`src/rtl/clock_pkg.sv`:
```
// Shared constants, field/state encodings and wrap helper for the clock
// time-setting logic.
package clock_pkg;

  localparam int HOUR_W = 5;
  localparam int MIN_W  = 6;
  localparam int SEC_W  = 6;

  localparam logic [1:0] FLD_NONE = 2'd0;
  localparam logic [1:0] FLD_HRS  = 2'd1;
  localparam logic [1:0] FLD_MIN  = 2'd2;
  localparam logic [1:0] FLD_SEC  = 2'd3;

  typedef logic [2:0] state_t;
  localparam state_t ST_IDLE   = 3'd0;
  localparam state_t ST_HRS    = 3'd1;
  localparam state_t ST_MIN    = 3'd2;
  localparam state_t ST_SEC    = 3'd3;
  localparam state_t ST_COMMIT = 3'd4;

  localparam logic [MIN_W-1:0]  MAX_MIN_SEC = 6'd59;
  localparam logic [HOUR_W-1:0] MAX_H24     = 5'd23;
  localparam logic [HOUR_W-1:0] MAX_H12     = 5'd12;

  // One step inside [lo, hi], wrapping at either end; never carries.
  function automatic logic [5:0] wrap_step(input logic [5:0] val,
                                           input logic [5:0] lo,
                                           input logic [5:0] hi,
                                           input logic       up);
    if (up) return (val == hi) ? lo : val + 6'd1;
    return (val == lo) ? hi : val - 6'd1;
  endfunction

endpackage

```
`src/rtl/btn_repeat.sv`:
```
// Button edge detect plus hold-to-repeat timer; emits one-cycle step pulses
// on the press edge, after RPT_DELAY held cycles, then every RPT_PERIOD.
module btn_repeat #(
  parameter int RPT_DELAY  = 50_000_000,
  parameter int RPT_PERIOD = 10_000_000
) (
  input  logic clk,
  input  logic rst,
  input  logic btn_i,
  input  logic clr_i,
  output logic step_o
);

  localparam int            CW       = $clog2(RPT_DELAY + 1);
  localparam logic [CW-1:0] DELAY_C  = CW'(RPT_DELAY);
  localparam logic [CW-1:0] PERIOD_C = CW'(RPT_PERIOD);
  localparam logic [CW-1:0] CNT_MAX  = '1;

  logic          btn_q;
  logic [CW-1:0] cnt_q, cnt_d;
  logic          rpt_q, rpt_d;
  logic          rise, fire;

  assign rise   = btn_i & ~btn_q;
  assign fire   = btn_i & btn_q & (cnt_q == (rpt_q ? PERIOD_C : DELAY_C));
  assign step_o = rise | fire;

  // NOTE: every variable gets a default first so no path leaves it unassigned (no latch).
  always_comb begin
    cnt_d = cnt_q;
    rpt_d = rpt_q;
    if (clr_i || !btn_i) begin
      cnt_d = '0;
      rpt_d = 1'b0;
    end else if (rise) begin
      cnt_d = CW'(1);
      rpt_d = 1'b0;
    end else if (fire) begin
      cnt_d = CW'(1);
      rpt_d = 1'b1;
    end else if (cnt_q != CNT_MAX) begin
      cnt_d = cnt_q + 1'b1;
    end
  end

  // NOTE: state registers use non-blocking assignment so all flops update together.
  always_ff @(posedge clk) begin
    if (rst) begin
      btn_q <= 1'b0;
      cnt_q <= '0;
      rpt_q <= 1'b0;
    end else begin
      btn_q <= btn_i;
      cnt_q <= cnt_d;
      rpt_q <= rpt_d;
    end
  end

endmodule

```
`src/rtl/time_set_ctrl.sv`:
```
// Button-driven time-setting controller: captures live time, edits
// hours/minutes/seconds with wrap and auto-repeat, commits with a load strobe.
module time_set_ctrl
  import clock_pkg::*;
#(
  parameter int HOUR_MODE  = 24,
  parameter int SET_SECS   = 1,
  parameter int RPT_DELAY  = 50_000_000,
  parameter int RPT_PERIOD = 10_000_000
) (
  input  logic              clk,
  input  logic              rst,
  input  logic              set_i,
  input  logic              next_i,
  input  logic              cancel_i,
  input  logic              inc_i,
  input  logic              dec_i,
  input  logic [HOUR_W-1:0] hours_i,
  input  logic [MIN_W-1:0]  mins_i,
  input  logic [SEC_W-1:0]  secs_i,
  input  logic              pm_i,
  output logic [HOUR_W-1:0] hours_o,
  output logic [MIN_W-1:0]  mins_o,
  output logic [SEC_W-1:0]  secs_o,
  output logic              pm_o,
  output logic [1:0]        field_o,
  output logic              setting_o,
  output logic              load_o
);

  localparam bit                H12   = (HOUR_MODE == 12);
  localparam logic [HOUR_W-1:0] H_MIN = H12 ? 5'd1 : 5'd0;
  localparam logic [HOUR_W-1:0] H_MAX = H12 ? MAX_H12 : MAX_H24;
  localparam logic [HOUR_W-1:0] H_RST = H12 ? MAX_H12 : 5'd0;

  state_t            state_q, state_d;
  logic              set_q, set_rise, editing, both, rpt_clr;
  logic              inc_raw, dec_raw, inc_step, dec_step;
  logic              hrs_ok;
  logic [HOUR_W-1:0] hours_q, hours_d;
  logic [MIN_W-1:0]  mins_q, mins_d;
  logic [SEC_W-1:0]  secs_q, secs_d;
  logic              pm_q, pm_d;
  logic [1:0]        field_q, field_d;
  logic              setting_q, setting_d, load_q, load_d;

  assign set_rise = set_i & ~set_q;
  assign editing  = (state_q == ST_HRS) || (state_q == ST_MIN) || (state_q == ST_SEC);
  assign both     = inc_i & dec_i;
  assign rpt_clr  = ~editing | both | next_i | cancel_i;
  // Cancel and a simultaneous inc+dec both suppress stepping.
  assign inc_step = inc_raw & editing & ~both & ~cancel_i;
  assign dec_step = dec_raw & editing & ~both & ~cancel_i;

  btn_repeat #(.RPT_DELAY(RPT_DELAY), .RPT_PERIOD(RPT_PERIOD)) u_inc_rpt (
    .clk(clk), .rst(rst), .btn_i(inc_i), .clr_i(rpt_clr), .step_o(inc_raw)
  );

  btn_repeat #(.RPT_DELAY(RPT_DELAY), .RPT_PERIOD(RPT_PERIOD)) u_dec_rpt (
    .clk(clk), .rst(rst), .btn_i(dec_i), .clr_i(rpt_clr), .step_o(dec_raw)
  );

  always_ff @(posedge clk) begin
    if (rst) state_q <= ST_IDLE;
    else     state_q <= state_d;
  end

  always_comb begin
    state_d = state_q;
    case (state_q)
      ST_IDLE:   if (set_rise) state_d = ST_HRS;
      ST_HRS:    if (cancel_i) state_d = ST_IDLE;
                 else if (next_i) state_d = ST_MIN;
      ST_MIN:    if (cancel_i) state_d = ST_IDLE;
                 else if (next_i) state_d = (SET_SECS != 0) ? ST_SEC : ST_COMMIT;
      ST_SEC:    if (cancel_i) state_d = ST_IDLE;
                 else if (next_i) state_d = ST_COMMIT;
      default:   state_d = ST_IDLE;
    endcase
  end

  // Outputs decoded from the next state and registered, so they align with it.
  always_comb begin
    setting_d = (state_d != ST_IDLE);
    load_d    = (state_d == ST_COMMIT);
    field_d   = FLD_NONE;
    case (state_d)
      ST_HRS:  field_d = FLD_HRS;
      ST_MIN:  field_d = FLD_MIN;
      ST_SEC:  field_d = FLD_SEC;
      default: field_d = FLD_NONE;
    endcase
  end

  always_comb begin
    hours_d = hours_q;
    mins_d  = mins_q;
    secs_d  = secs_q;
    pm_d    = pm_q;
    hrs_ok  = (hours_i <= H_MAX) && (!H12 || hours_i != '0);
    if (state_q == ST_IDLE && set_rise) begin
      hours_d = hrs_ok ? hours_i : H_RST;
      mins_d  = (mins_i > MAX_MIN_SEC) ? '0 : mins_i;
      secs_d  = (secs_i > MAX_MIN_SEC) ? '0 : secs_i;
      pm_d    = H12 & pm_i;
    end else if (state_q == ST_IDLE || (editing && cancel_i)) begin
      hours_d = hours_i;
      mins_d  = mins_i;
      secs_d  = secs_i;
      pm_d    = H12 & pm_i;
    end else if (editing) begin
      if (inc_step || dec_step) begin
        case (state_q)
          ST_HRS: begin
            hours_d = HOUR_W'(wrap_step(6'(hours_q), 6'(H_MIN), 6'(H_MAX), inc_step));
            // PM flips only across the 11/12 boundary, not on the 12/1 wrap.
            if (H12 && ((inc_step && hours_q == 5'd11) || (dec_step && hours_q == MAX_H12)))
              pm_d = ~pm_q;
          end
          ST_MIN:  mins_d = wrap_step(mins_q, '0, MAX_MIN_SEC, inc_step);
          default: secs_d = wrap_step(secs_q, '0, MAX_MIN_SEC, inc_step);
        endcase
      end
      if (SET_SECS == 0 && state_d == ST_COMMIT) secs_d = '0;
    end
  end

  always_ff @(posedge clk) begin
    if (rst) begin
      set_q     <= 1'b0;
      hours_q   <= H_RST;
      mins_q    <= '0;
      secs_q    <= '0;
      pm_q      <= 1'b0;
      field_q   <= FLD_NONE;
      setting_q <= 1'b0;
      load_q    <= 1'b0;
    end else begin
      set_q     <= set_i;
      hours_q   <= hours_d;
      mins_q    <= mins_d;
      secs_q    <= secs_d;
      pm_q      <= pm_d;
      field_q   <= field_d;
      setting_q <= setting_d;
      load_q    <= load_d;
    end
  end

  assign hours_o   = hours_q;
  assign mins_o    = mins_q;
  assign secs_o    = secs_q;
  assign pm_o      = pm_q;
  assign field_o   = field_q;
  assign setting_o = setting_q;
  assign load_o    = load_q;

endmodule

```
`config.mk`:
```
export PLATFORM = sky130hd
export DESIGN_NAME = time_set_ctrl
export DESIGN_NICKNAME = d
export VERILOG_FILES = /design/src/rtl/clock_pkg.sv /design/src/rtl/btn_repeat.sv /design/src/rtl/time_set_ctrl.sv
export SDC_FILE = /design/constraint.sdc
export NUM_CORES = 1
export LEC_CHECK = 0
export BUFFER_PORTS_ARGS = -buffer_cell sky130_fd_sc_hd__buf_2
export CORE_MARGIN = 1.5
export CORE_UTILIZATION = 44
export DETAILED_ROUTE_END_ITERATION = 6
export GPL_TIMING_DRIVEN = 1
export PLACE_DENSITY = 0.7
export SYNTH_ARGS = -nofsm -noshare
export SYNTH_HDL_FRONTEND = slang
export SYNTH_SLANG_ARGS = --single-unit
```
`constraint.sdc`:
```
create_clock -name clk -period 8.78 [get_ports clk]
set_input_delay 0.878 -clock clk [delete_from_list [all_inputs] [get_ports clk]]
set_output_delay 0.878 -clock clk [all_outputs]
set_load 0.01 [all_outputs]
```
=== After elaboration in Yosys (flattened, before gate mapping) ===
Cells that the tools add are included.
Widths: inputs -> output; s select.

* Output and inout bits: 22
* Word-level logic and storage cells: 161
* Bits of input ports: 25
* Bits in registers: 81

* Multiplexer cells: 63
* Magnitude comparators: 3
* Bitwise logic cells: 25
* Eq/ne operators: 15
* Reductions and logical operators: 31
* $add $sub $neg: 8

{| class="wikitable"
|+ Operators with widths
! cell !! count
|-
| $mux 6 || 20
|-
| $add 26x1->26 const B || 2
|-
| $eq 26x26->1 || 2
|-
| $mux 26 || 2
|-
| $ne 26x26->1 const B || 2
|-
| $mux 5 || 10
|-
| $mux 1 || 22
|-
| $mux 3 || 7
|-
| $reduce_bool 3->1 || 7
|-
| $and 1x1->1 || 14
|-
| $add 6x1->6 const B || 2
|-
| $eq 3x2->1 const B || 4
|-
| $eq 6x6->1 const B || 2
|-
| $gt 6x6->1 const B || 2
|-
| $logic_not 6->1 || 2
|-
| $pmux 3 s4 || 1
|-
| $sub 6x1->6 const B || 2
|-
| $reduce_and 3->1 || 3
|-
| $reduce_or 4->1 || 2
|-
| $eq 3x1->1 const B || 2
|-
| $logic_or 1x1->1 || 6
|-
| $not 1->1 || 6
|-
| $pmux 2 s3 || 1
|-
| $reduce_or 2->1 || 3
|-
| other kinds (12) || 19
|}

=== Depth between registers and ports, before layout ===
* Depth in word-level cells: 19
* Gate-level depth with buffers: 10
* Gate-level depth less buffers: 9

=== Modules after synthesis ===
From an unflattened synthesis, not the netlist that was laid out.

* Cell total of the unflattened synthesis: 628
* Area total of the unflattened synthesis: 5139.9 um2

{| class="wikitable"
|+ Modules (own cells, without submodules)
! module !! cells each !! area each (um2) !! instances !! seq. area each (um2)
|-
| btn_repeat || 178 || 1550.2 || 2 || 560.5
|-
| time_set_ctrl || 272 || 2039.5 || 1 || 500.5
|}

=== Worst setup path before layout ===
No wires, ideal clock.

* Path type: register to register
* Start point: register u_inc_rpt.cnt_q[16]
* End point: register secs_q[2], in the netlist secs_o[2]
* Setup time: 0.074 ns
* Setup slack: 5.684 ns
* Path buffers: 1
* Cell stages (with the launch flop): 9
* Data arrival time: 3.022 ns
* Data required time: 8.706 ns
* Clock period less this slack: 3.096 ns
* Cell sequence: dfxtp_1 or4b_1 or4b_4 o41ai_4 and2_1 buf_6 mux4_1 or2_2 a31oi_1

* Longest elaborated chain between the ends: 18
* Elaborated cells between the ends (all ways): 21
* Those cells by class: eq/ne: 1; mux: 12; bitwise: 5; reduce/logical: 3

{| class="wikitable"
|+ Ends and longest elaborated chain
! element !! RTL line !! source
|-
| start, declared || btn_repeat.sv:20 || <nowiki>logic [CW-1:0] cnt_q, cnt_d;</nowiki>
|-
| start signal, assigned || btn_repeat.sv:54 || <nowiki>cnt_q <= cnt_d;</nowiki>
|-
| $eq 26x26->1 * || btn_repeat.sv:25 || <nowiki>assign fire = btn_i & btn_q & (cnt_q == (rpt_q ? PERIOD_C : DELAY_C));</nowiki>
|-
| $and 1x1->1 * || btn_repeat.sv:25 ||
|-
| $or 1x1->1 * || btn_repeat.sv:26 || <nowiki>assign step_o = rise | fire;</nowiki>
|-
| $and 1x1->1 * (3 in series) || time_set_ctrl.sv:52 || <nowiki>assign inc_step = inc_raw & editing & ~both & ~cancel_i;</nowiki>
|-
| $mux 1 || clock_pkg.sv:30 || <nowiki>if (up) return (val == hi) ? lo : val + 6'd1;</nowiki>
|-
| $mux 1 || time_set_ctrl.sv:113 || <nowiki>case (state_q)</nowiki>
|-
| $mux 1 || time_set_ctrl.sv:112 || <nowiki>if (inc_step || dec_step) begin</nowiki>
|-
| $mux 1 || time_set_ctrl.sv:111 || <nowiki>end else if (editing) begin</nowiki>
|-
| $mux 1 || time_set_ctrl.sv:106 || <nowiki>end else if (state_q == ST_IDLE || (editing && cancel_i)) begin</nowiki>
|-
| $mux 1 || time_set_ctrl.sv:101 || <nowiki>if (state_q == ST_IDLE && set_rise) begin</nowiki>
|-
| $mux 6 || clock_pkg.sv:31 || <nowiki>return (val == lo) ? hi : val - 6'd1;</nowiki>
|-
| $mux 6 || time_set_ctrl.sv:113 ||
|-
| $mux 6 || time_set_ctrl.sv:112 ||
|-
| $mux 6 || time_set_ctrl.sv:111 ||
|-
| $mux 6 || time_set_ctrl.sv:106 ||
|-
| $mux 6 || time_set_ctrl.sv:101 ||
|-
| end signal, assigned || time_set_ctrl.sv:142 || <nowiki>secs_q <= secs_d;</nowiki>
|-
| end, declared || time_set_ctrl.sv:42 || <nowiki>logic [SEC_W-1:0] secs_q, secs_d;</nowiki>
|}

Every way passes the cells marked *; elsewhere a longest branch is shown, timed or not. The select of a mux whose other input is x is not followed.
A chain may end at the register's enable or synchronous reset.

=== Worst setup path after layout ===
* Start point: register u_inc_rpt.cnt_q[16]
* End point: register mins_q[2], in the netlist mins_o[2]

* Longest elaborated chain between the ends: 18
* Elaborated cells between the ends (all ways): 21
* Those cells by class: eq/ne: 1; mux: 12; bitwise: 5; reduce/logical: 3

{| class="wikitable"
|+ Ends and longest elaborated chain
! element !! RTL line !! source
|-
| $eq 26x26->1 * || btn_repeat.sv:25 ||
|-
| $and 1x1->1 * || btn_repeat.sv:25 ||
|-
| $or 1x1->1 * || btn_repeat.sv:26 ||
|-
| $and 1x1->1 * (3 in series) || time_set_ctrl.sv:52 ||
|-
| $mux 1 || clock_pkg.sv:30 ||
|-
| $mux 1 || time_set_ctrl.sv:113 ||
|-
| $mux 1 || time_set_ctrl.sv:112 ||
|-
| $mux 1 || time_set_ctrl.sv:111 ||
|-
| $mux 1 || time_set_ctrl.sv:106 ||
|-
| $mux 1 || time_set_ctrl.sv:101 ||
|-
| $mux 6 || clock_pkg.sv:31 ||
|-
| $mux 6 || time_set_ctrl.sv:113 ||
|-
| $mux 6 || time_set_ctrl.sv:112 ||
|-
| $mux 6 || time_set_ctrl.sv:111 ||
|-
| $mux 6 || time_set_ctrl.sv:106 ||
|-
| $mux 6 || time_set_ctrl.sv:101 ||
|-
| end signal, assigned || time_set_ctrl.sv:141 || <nowiki>mins_q <= mins_d;</nowiki>
|-
| end, declared || time_set_ctrl.sv:41 || <nowiki>logic [MIN_W-1:0] mins_q, mins_d;</nowiki>
|}

Marked as above.

==> impl_metrics.toml <==
[drt]
ant_nets = 0
drtIter0Drc = 206
first_pass_iters = 5
num_vias = 4342
wl_per_cell_um = 14.7
drt_wl_total_mm = 11.1
viasPerCell = 5.74
drc = 0

[global_route]
grt-busiest-layer = "met2"
grtUsageMet1_pct = 25.2
grtUsageMet2_pct = 33.1
grt_pass1_vias = 4044
grt_util_met3_pct = 4.29
grt_max_degree = 26
grt_use_total_pct = 20.0
grt.overflow.total = 0
antenna_found_initial = 0
grt_pass1_wl_mm = 18.6

[timing]
slew-limit-headroom_pct = 35.9
fin_crit_sh_pct = 42.9
hold_viol = 0
period_needed_ps = 3760
fin_worst_skew_ps = 7.67
clock.fmax_mhz = 266
setup-violations-final = 0
worstMarginPinSlew_ps = 960
drv_slew = 0
tns_ps = 0
rsz0062_at_grt = "false"

[yosys]
ys_types = 63
synth_edf_count = 0
synth_cells = 586
asyncSetResetFlopFracSynth_pct = 0
syn-num-nets = 623
ys_ff_latch = 81
ys_seq_area_share_pct = 34.4
synth_ff_type = "dfxtp_1"
syn_area_sq_um = 4710
syn_avg_cell_area_sq_um = 8.04
yosysWarnings = 0

[cts]
clk-insertion-delay-late_ps = 350
cts.sinks = 81
cts_hold_repair.buffers = 0
post_cts_resized = 0
cts_setup_buffers = 0
cts-root-buf = "clkbuf_8"
numCtsBuffers = 9
htreeDepth = 3
tritoncts = "built"
clock_path_buffers = 2
path_clk_slew_ps = 80

[critical_path]
critical_path_peak_fanout = 15
rrSetupSlack_ps = 5020
r2r_cells = 7
r2r_end = "mins_o[2]"
cp-end-kind = "flip-flop"
required_ps = 9080
crit_type = "reg2reg"
worstReg2RegStart = "u_inc_rpt.cnt_q[16]"
arrival_ps = 4060
critPathLaunchType = "flip-flop"

[min_path]
hold_path_end = "u_inc_rpt.rpt_q"
min-delay-start = "u_inc_rpt.btn_q"
worstHoldPathType = "reg2reg"
whs_path_depth = 2

[job]
drv_cap = 0

[layout]
diodes = 0
layout.nets = 652
fin_cells = 756
final_common_cell = "nor2_1"
seq_area_sq_um = 1620
drive_above_1_share_pct = 12.6
multi_input_area_sq_um = 2890
fillerInstances = 1035
areaGrowthSynthToFinish_pct = 10.9
layout_common_cells = "nor2_1, dfxtp_1, buf_2, nand3_1, nand2_1"

[die]
die_h_um = 106
dieArea_sq_um = 11300
core_sq_um = 10400
die_w_um = 106
rows = 37
io_pins = 47
initial_core_util_pct = 45.4

[pwr]
p_leak_nw = 1.86
pwr_density_cell_nw_per_um2 = 156
ir_drop_v = 0.0000742

[placement]
dpl.hpwl_mm = 7.67
gp_congestion = 0.876
numPortBuffers = 44
dp_cells = 740

[run_status]
outcome = "completed"
[metrics by stage]
stage	utilization [%]	area (sq um)	hold slack (ps)	worst slack [ps]	power, W
6_report	50.4	5230	488	5020	0.000814
5_1_grt	50.4	5230	515	4780	0.000853
4_1_cts	50.4	5230	491	5050	0.000821
3_5_place_dp	48.2	5000	481	5020	0.000511
3_3_place_gp	48.2	5000	475	5100	0.000506
2_1_floorplan	-	4710	442	5680	0.000478
[critical path, stage by stage (launching register included)]
cell	delay, ps
dfxtp_1	340
or4b_1	540
or4b_4	570
o41ai_4	580
nand2_2	330
a311oi_2	890
a21boi_1	260
o221a_2	200
[sequential cells by signal, summed over array words and instances, names as in the netlist]
name / count
u_inc_rpt.btn_q: 1
secs_o: 6
field_o: 2
u_dec_rpt.btn_q: 1
u_inc_rpt.rpt_q: 1
set_q: 1
setting_o: 1
u_dec_rpt.cnt_q: 26
load_o: 1
u_dec_rpt.rpt_q: 1
state_q: 3
u_inc_rpt.cnt_q: 26
hours_o: 5
mins_o: 6
[kinds of logic after synthesis]
| kind of cell | synth area share [%] |
|---|---|
| AO/OA/AOI/OAI | 15.1 |
| XOR/XNOR | 10.4 |
| adder cells (fa/ha/maj) | 3.19 |
| buffers and inverters | 4.30 |
| flip-flops | 34.4 |
| multiplexers | 2.07 |
| other | 0.0796 |
| AND/OR/NAND/NOR | 30.5 |
[area by class of cell]
type | instances | area share [%]
clock inverter | 5 | 1.48
sequential | 81 | 31.0
tap | 136 | 3.26
inverter | 22 | 1.58
timing repair buffer | 46 | 4.50
clock buffer | 11 | 2.90
multi-input combinational | 455 | 55.3
[per-layer routing]
| layer | wire [um] | vias to the layer above |
|---|---|---|
| met3 | 488 | 15 |
| met2 | 5330 | 118 |
| met5 | 0 | - |
| met1 | 5100 | 2058 |
| met4 | 153 | 0 |
| li1 | - | 2151 |
[power breakdown]
group          internal [W]  switching (W)  leakage [nW]  total, W
combinational     0.0000473      0.0000585          1.08  0.000106
clock              0.000175       0.000136         0.115  0.000311
sequential         0.000377      0.0000203         0.658  0.000397
total              0.000599       0.000214          1.86  0.000814
[how the worst max path moves through the flow]
stage,cells past startpoint,end,slack (ps),start
after CTS,7,mins_o[2],5050,u_inc_rpt.cnt_q[16]
after global placement,6,mins_o[2],5100,dec_i
final,7,mins_o[2],5020,u_inc_rpt.cnt_q[16]
after detailed placement,6,mins_o[2],5020,dec_i
after floorplan,8,secs_o[2],5680,u_inc_rpt.cnt_q[16]
after global routing,7,mins_o[2],4780,u_inc_rpt.cnt_q[16]
[Yosys cell counts, types with 6 or more instances]
cell      number  share of area, %
nor3_1        16               1.7
a21oi_1       15               1.6
nor2_1        91               7.2
nand3_1       41               4.4
mux2i_1        6               1.3
o21ai_0       20               2.1
nand2_1       40               3.2
xnor2_1       23               4.3
and4_1         9               1.7
dfxtp_1       81                34
clkbuf_1      23               1.8
xor2_1        33               6.1
inv_1         22               1.8
o211ai_1       6              0.96
nor2b_1       10               1.3
nor4b_1        6               1.1
and3_1        12               1.6
ha_1          12               3.2
nand4_1       24               3.2
a31oi_1        9               1.2
Power figures use the tool's default switching activity.
